--- config.mk ---
export PLATFORM = sky130hd
export DESIGN_NAME = switch_debounce_flat
export DESIGN_NICKNAME = d
export VERILOG_FILES = /design/src/rtl/debounce_pkg.sv /design/src/rtl/switch_debounce_if.sv /design/src/rtl/switch_debounce_bit.sv /design/src/rtl/switch_debounce.sv /design/src/flat_wrapper.sv
export SDC_FILE = /design/constraint.sdc
export NUM_CORES = 1
export LEC_CHECK = 0
export ABC_AREA = 1
export ABC_CLOCK_PERIOD_IN_PS = 3000
export BUFFER_PORTS_ARGS = -buffer_cell sky130_fd_sc_hd__buf_2
export CORE_ASPECT_RATIO = 2
export CORE_UTILIZATION = 53
export CTS_CLUSTER_DIAMETER = 100
export DETAILED_ROUTE_END_ITERATION = 12
export PLACE_DENSITY_LB_ADDON = 0.08
export SLEW_MARGIN = 30
export SYNTH_ARGS = -nofsm -noshare
export SYNTH_HDL_FRONTEND = slang
export SYNTH_SLANG_ARGS = --single-unit
--- constraint.sdc ---
create_clock -name clk -period 3 [get_ports clk]
set_input_delay 0.6 -clock clk [delete_from_list [all_inputs] [get_ports clk]]
set_output_delay 0.6 -clock clk [all_outputs]
set_load 0.01 [all_outputs]
--- src/rtl/debounce_pkg.sv ---
// debounce_pkg
//   Shared definitions for the switch debouncer:
//   - default stability lengths for synthesis and simulation builds
//   - per-bit FSM state type
//   - width helper for the per-bit stability counter
package debounce_pkg;

    // Consecutive stable clocks required before a debounced output flips.
    localparam int SYN_DEBOUNCE_CYCLES = 16;
    localparam int SIM_DEBOUNCE_CYCLES = 4;

    // Per-bit state: STABLE means the synchronised input agrees with the
    // debounced output; PENDING means a disagreement is being timed.
    typedef enum logic {
        ST_STABLE  = 1'b0,
        ST_PENDING = 1'b1
    } db_state_e;

    // Counter must hold 0 .. n-1; $clog2(n+1) covers that with margin and
    // never collapses to zero bits for n == 1.
    function automatic int cnt_width(input int n);
        return (n < 1) ? 1 : $clog2(n + 1);
    endfunction

endpackage

--- src/rtl/switch_debounce_if.sv ---
// switch_debounce_if
//   Groups the switch-facing and downstream-facing signals of the debouncer.
//   Signals:
//     sw_in    raw asynchronous switch levels
//     sw_out   debounced levels (registered)
//     rise     one-cycle strobe per bit on a 0->1 change of sw_out
//     fall     one-cycle strobe per bit on a 1->0 change of sw_out
//     changed  OR of all rise/fall strobes
//     pending  per-bit FSM state (1 = PENDING), for observation only
//   Handshake: none. sw_in is a free-running level with no valid qualifier and
//   the block never back-pressures; every output is meaningful on every cycle
//   outside reset, with strobes lasting exactly one clock.
//   Modports: master drives sw_in (switch side), slave is the debouncer.
interface switch_debounce_if #(
    parameter int WIDTH = 3
);
    logic [WIDTH-1:0] sw_in;
    logic [WIDTH-1:0] sw_out;
    logic [WIDTH-1:0] rise;
    logic [WIDTH-1:0] fall;
    logic             changed;
    logic [WIDTH-1:0] pending;

    modport master (
        output sw_in,
        input  sw_out,
        input  rise,
        input  fall,
        input  changed,
        input  pending
    );

    modport slave (
        input  sw_in,
        output sw_out,
        output rise,
        output fall,
        output changed,
        output pending
    );
endinterface

--- src/rtl/switch_debounce_bit.sv ---
// debounce_bit
//   One input bit: 2-flop synchroniser, stability counter, two-state FSM,
//   registered debounced level and registered rise/fall strobes.
//   Ports:
//     clk, rst_n  clock and asynchronous active-low reset
//     sw_in       raw asynchronous level
//     sw_out      debounced level
//     rise, fall  one-cycle strobes, high during the first cycle sw_out
//                 shows its new value
//     pending     1 while a disagreement is being timed
module debounce_bit
    import debounce_pkg::*;
#(
    parameter int   DEBOUNCE_CYCLES = SYN_DEBOUNCE_CYCLES,
    parameter logic RESET_BIT       = 1'b0
) (
    input  logic clk,
    input  logic rst_n,
    input  logic sw_in,
    output logic sw_out,
    output logic rise,
    output logic fall,
    output logic pending
);

    localparam int              CW       = cnt_width(DEBOUNCE_CYCLES);
    localparam logic [CW-1:0]   CNT_LAST = CW'(DEBOUNCE_CYCLES - 1);
    localparam logic [CW-1:0]   CNT_ONE  = CW'(1);

    logic          q1, q2;
    db_state_e     state_q, state_d;
    logic [CW-1:0] cnt_q, cnt_d;
    logic          out_q, out_d;
    logic          rise_q, rise_d;
    logic          fall_q, fall_d;

    // Synchroniser: only q2 is trusted downstream.
    always_ff @(posedge clk or negedge rst_n) begin
        if (!rst_n) begin
            q1 <= RESET_BIT;
            q2 <= RESET_BIT;
        end else begin
            q1 <= sw_in;
            q2 <= q1;
        end
    end

    always_ff @(posedge clk or negedge rst_n) begin
        if (!rst_n) begin
            state_q <= ST_STABLE;
            cnt_q   <= '0;
            out_q   <= RESET_BIT;
            rise_q  <= 1'b0;
            fall_q  <= 1'b0;
        end else begin
            state_q <= state_d;
            cnt_q   <= cnt_d;
            out_q   <= out_d;
            rise_q  <= rise_d;
            fall_q  <= fall_d;
        end
    end

    // The commit test uses the count *before* this edge: cnt == N-1 means
    // this edge is the N-th consecutive mismatching one. In STABLE the count
    // is 0, so with N == 1 the very first mismatch commits.
    always_comb begin
        state_d = state_q;
        cnt_d   = cnt_q;
        out_d   = out_q;
        rise_d  = 1'b0;
        fall_d  = 1'b0;
        unique case (state_q)
            ST_STABLE: begin
                if (q2 != out_q) begin
                    if (cnt_q == CNT_LAST) begin
                        out_d  = q2;
                        cnt_d  = '0;
                        rise_d = q2;
                        fall_d = ~q2;
                    end else begin
                        state_d = ST_PENDING;
                        cnt_d   = cnt_q + CNT_ONE;
                    end
                end
            end
            ST_PENDING: begin
                if (q2 == out_q) begin
                    // Bounce returned to the old level: discard silently.
                    state_d = ST_STABLE;
                    cnt_d   = '0;
                end else if (cnt_q == CNT_LAST) begin
                    state_d = ST_STABLE;
                    cnt_d   = '0;
                    out_d   = q2;
                    rise_d  = q2;
                    fall_d  = ~q2;
                end else begin
                    cnt_d = cnt_q + CNT_ONE;
                end
            end
            default: begin
                state_d = ST_STABLE;
                cnt_d   = '0;
            end
        endcase
    end

    assign sw_out  = out_q;
    assign rise    = rise_q;
    assign fall    = fall_q;
    assign pending = (state_q == ST_PENDING);

endmodule

--- src/rtl/switch_debounce.sv ---
// switch_debounce
//   Synchronises and debounces WIDTH raw switch inputs. sw_out[0..2] feed the
//   a, b, c inputs of the downstream boolean stage d = (~a|~b)&~c.
//   Ports:
//     clk    rising-edge system clock
//     rst_n  asynchronous active-low reset
//     bus    switch_debounce_if.slave: sw_in in; sw_out, rise, fall,
//            changed, pending out
//   Parameters:
//     WIDTH            number of independent bits
//     DEBOUNCE_CYCLES  consecutive stable clocks before an output flips (>= 1)
//     RESET_VALUE      reset level for synchronisers and sw_out
module switch_debounce
    import debounce_pkg::*;
#(
    parameter int               WIDTH           = 3,
    parameter int               DEBOUNCE_CYCLES = SYN_DEBOUNCE_CYCLES,
    parameter logic [WIDTH-1:0] RESET_VALUE     = '0
) (
    input  logic               clk,
    input  logic               rst_n,
    switch_debounce_if.slave   bus
);

    logic [WIDTH-1:0] out_w;
    logic [WIDTH-1:0] rise_w;
    logic [WIDTH-1:0] fall_w;
    logic [WIDTH-1:0] pend_w;

    for (genvar i = 0; i < WIDTH; i++) begin : g_bit
        debounce_bit #(
            .DEBOUNCE_CYCLES (DEBOUNCE_CYCLES),
            .RESET_BIT       (RESET_VALUE[i])
        ) u_bit (
            .clk     (clk),
            .rst_n   (rst_n),
            .sw_in   (bus.sw_in[i]),
            .sw_out  (out_w[i]),
            .rise    (rise_w[i]),
            .fall    (fall_w[i]),
            .pending (pend_w[i])
        );
    end

    assign bus.sw_out  = out_w;
    assign bus.rise    = rise_w;
    assign bus.fall    = fall_w;
    assign bus.pending = pend_w;
    // Pure OR of strobe flops: no path from sw_in.
    assign bus.changed = |(rise_w | fall_w);

endmodule
--- src/flat_wrapper.sv ---
// flat-port wrapper written by rule: the top's interface ports become plain ports
module switch_debounce_flat import debounce_pkg::*;
#(
    parameter int               WIDTH           = 3,
    parameter int               DEBOUNCE_CYCLES = SYN_DEBOUNCE_CYCLES,
    parameter logic [WIDTH-1:0] RESET_VALUE     = '0
)
  (clk, rst_n, bus_sw_in, bus_sw_out, bus_rise, bus_fall, bus_changed, bus_pending);
  switch_debounce_if #(.WIDTH(WIDTH)) bus_i ();
  input  logic clk;
  input  logic rst_n;
  input wire logic [$bits(bus_i.sw_in)-1:0] bus_sw_in;
  output wire logic [$bits(bus_i.sw_out)-1:0] bus_sw_out;
  output wire logic [$bits(bus_i.rise)-1:0] bus_rise;
  output wire logic [$bits(bus_i.fall)-1:0] bus_fall;
  output wire logic [$bits(bus_i.changed)-1:0] bus_changed;
  output wire logic [$bits(bus_i.pending)-1:0] bus_pending;
  assign bus_i.sw_in = bus_sw_in;
  assign bus_sw_out = bus_i.sw_out;
  assign bus_rise = bus_i.rise;
  assign bus_fall = bus_i.fall;
  assign bus_changed = bus_i.changed;
  assign bus_pending = bus_i.pending;
  switch_debounce #(.WIDTH(WIDTH), .DEBOUNCE_CYCLES(DEBOUNCE_CYCLES), .RESET_VALUE(RESET_VALUE)) u_core (.clk(clk), .rst_n(rst_n), .bus(bus_i));
endmodule
==> flow_summary.ini <==
[run_status]
outcome = complete, no violations

[power_and_ir_drop]
swShare = 0.301
power_mw = 1.05
p_per_area_nw_per_um2 = 637
leakage_nw = 0.857
combPwrFrac = 0.154
pwr-share-seq = 0.547
p_int_mw = 0.736
ir_worst_vdd_uv = 560
p_switching_mw = 0.317
clkPwrFrac = 0.299

[sta]
fin_tns_setup_ns = 0
fin_ws_ns = 1.41
slew_headroom = 0.528
rsz0062_at_grt = false
fin_hold_ws_ns = 0.350
fin_skew_ns = 0.00564
tightest_slew_ns = 0.707
final.period_utilization = 0.529
maxSlewViolCount = 0
hold_violations = 0
setup_viol = 0
post-route-min-period_ns = 1.59
timing.fmax_mhz = 630

[synthesis]
synth_fp_nets = 169
synth_top_area_frac = 0.538
synth_area_leader_cell = dfrtp_1
ys_types = 19
synth.ff_latch_count = 33
ys_seq_area_frac = 0.538
netlist_instances = 161
synth_area_leaders = dfrtp_1 54%, nand2_1 10%, buf_4 5.9%, nand3_1 5.2%, nor2_4 4.4%
avgSynthCellArea_sq_um = 9.53
synth_warnings = 0
synth_area_sq_um = 1530

[routing]
drc_errors = 0
vias = 1017
route.met3.wl_um = 67
wl_um = 2380
wl_per_cell_um = 11.7
top_layer_used = met4
dr_wl_met2_um = 1310
dr.pass1.iters = 2
drt-met1-wl_um = 944
drt_iter0_markers = 19
viasPerCell = 5.01
antenna_left = 0

[critical_path]
crit_buf_inv = 1
critical_path_class = reg -> out
crit_chain = nor2_1, nand3_1, buf_2
cp_data_required_time_ns = 2.40
crit_path_end_kind = output port
arrival_ns = 0.99
slowest_stage = dfrtp_1
critPathTopFamily = flip-flops
startpoint_type = flop
critPathMaxStageDelay_ns = 0.37
cp_max_fo = 2

[placement]
portBuffers = 17
gp_congestion = 0.812
dp_slack_ns = 1.71
dp_hpwl_um = 1800
place_area_sq_um = 1570

[clock_tree]
holdBufCountCts = 0
numCtsBuffers = 5
cts.sinks = 33
insertion_delay_ns = 0.28
root_buffer = clkbuf_8
cts_max_level = 2
post-cts-setup-buffer-count = 0
clock_path_buffers = 2
post_cts_resize_count = 0
clkTransAtPathRegs_ns = 0.07
cts_tree = built

[layout]
syn_to_final_growth_pct = 7.67
layout_common_cells = 41 x nand2_1, 33 x dfrtp_1, 17 x buf_2
nNetsFinal = 181
layout_commonest_cell = nand2_1
diodes = 0
fin_area_sq_um = 1650
drive_above_1_share = 0.264

[global_routing]
grt-ovfl-total = 0
antenna_found_initial = 0
grt_max_degree = 34
track_usage = 0.181
grt_pass1_wl_um = 3910
grt_pass1_vias = 979

[floorplan]
rows = 27
start_util = 0.561
die_w_um = 40.0
core_sq_um = 2740
die-area_sq_um = 3130
die_y_um = 78.1
ios = 18

[run]
maxCapViolations = 0

[min_path]
min_path_type = reg -> reg
## cell families after synthesis
| kind of cell | after synthesis | share of synthesized area |
|---|---|---|
| simple gates | 87 | 0.300 |
| flops | 33 | 0.538 |
| buf+inv | 28 | 0.0979 |
| compound gates | 8 | 0.0277 |
| fa+ha+maj | 3 | 0.0245 |
| xor+xnor | 2 | 0.0114 |
## layer usage
layer	track usage	vias to the layer above
li1	-	523
met5	0	-
met3	0.0593	5
met2	0.319	16
met1	0.170	473
met4	0.0828	0
## synth_stat cells
cell,count
nand2_4,2
a21boi_0,1
inv_2,1
nor2_1,5
nor4_1,2
xnor2_1,2
nand2_1,41
nor2_2,2
ha_1,3
nand3_2,3
nor2_4,6
or2_2,1
buf_4,12
dfrtp_1,33
nand3_1,16
nand2_2,6
nand4_1,3
o21ai_0,7
inv_1,15
## sequential cells by signal (all words and copies together), names as in the netlist
signal / cells
u_core.g_bit.u_bit.q2: 3
u_core.g_bit.u_bit.rise: 3
u_core.g_bit.u_bit.sw_out: 3
u_core.g_bit.u_bit.q1: 3
u_core.g_bit.u_bit.cnt_q: 15
u_core.g_bit.u_bit.fall: 3
u_core.g_bit.u_bit.pending: 3
## power by group through the flow
stage | sequential, mW | combinational [mW] | clock, mW
2_1_floorplan | 0.567 | 0.135 | 0
3_3_place_gp | 0.578 | 0.159 | 0
3_5_place_dp | 0.583 | 0.167 | 0
4_1_cts | 0.575 | 0.167 | 0.331
5_1_grt | 0.584 | 0.185 | 0.353
6_report | 0.575 | 0.162 | 0.315
## final cells by class
| class | count | area, sq um |
|---|---|---|
| well taps | 29 | 36.3 |
| clock inverters | 3 | 17.5 |
| fillers | 237 | 1080 |
| repair buffers | 17 | 85.1 |
| multi-input cells | 100 | 558 |
| inverters | 16 | 60.1 |
| clock buffers | 5 | 68.8 |
| flip-flops and latches | 33 | 826 |
## path summary, 6_finish.rpt
path	slack, ns	startpoint	to	cells past startpoint
worst max-delay path	1.41	u_core.g_bit[1].u_bit.fall	bus_changed	3
worst min-delay path	0.35	u_core.g_bit[1].u_bit.q1	u_core.g_bit[1].u_bit.q2	0
worst max register to register	1.80	u_core.g_bit[0].u_bit.cnt_q[0]	u_core.g_bit[0].u_bit.cnt_q[2]	4
worst min register to register	0.35	u_core.g_bit[1].u_bit.q1	u_core.g_bit[1].u_bit.q2	0
max in group asynchronous	2.18	rst_n	u_core.g_bit[2].u_bit.q1	1
min in group asynchronous	0.37	rst_n	u_core.g_bit[0].u_bit.pending	1
## stage by stage
stage,instances,util
after CTS,203,0.604
after detailed placement,195,0.572
final,203,0.604
after global placement,195,0.572
after global routing,203,0.604
after floorplan,161,-
Note: power is estimated with default switching activity, not from simulation.
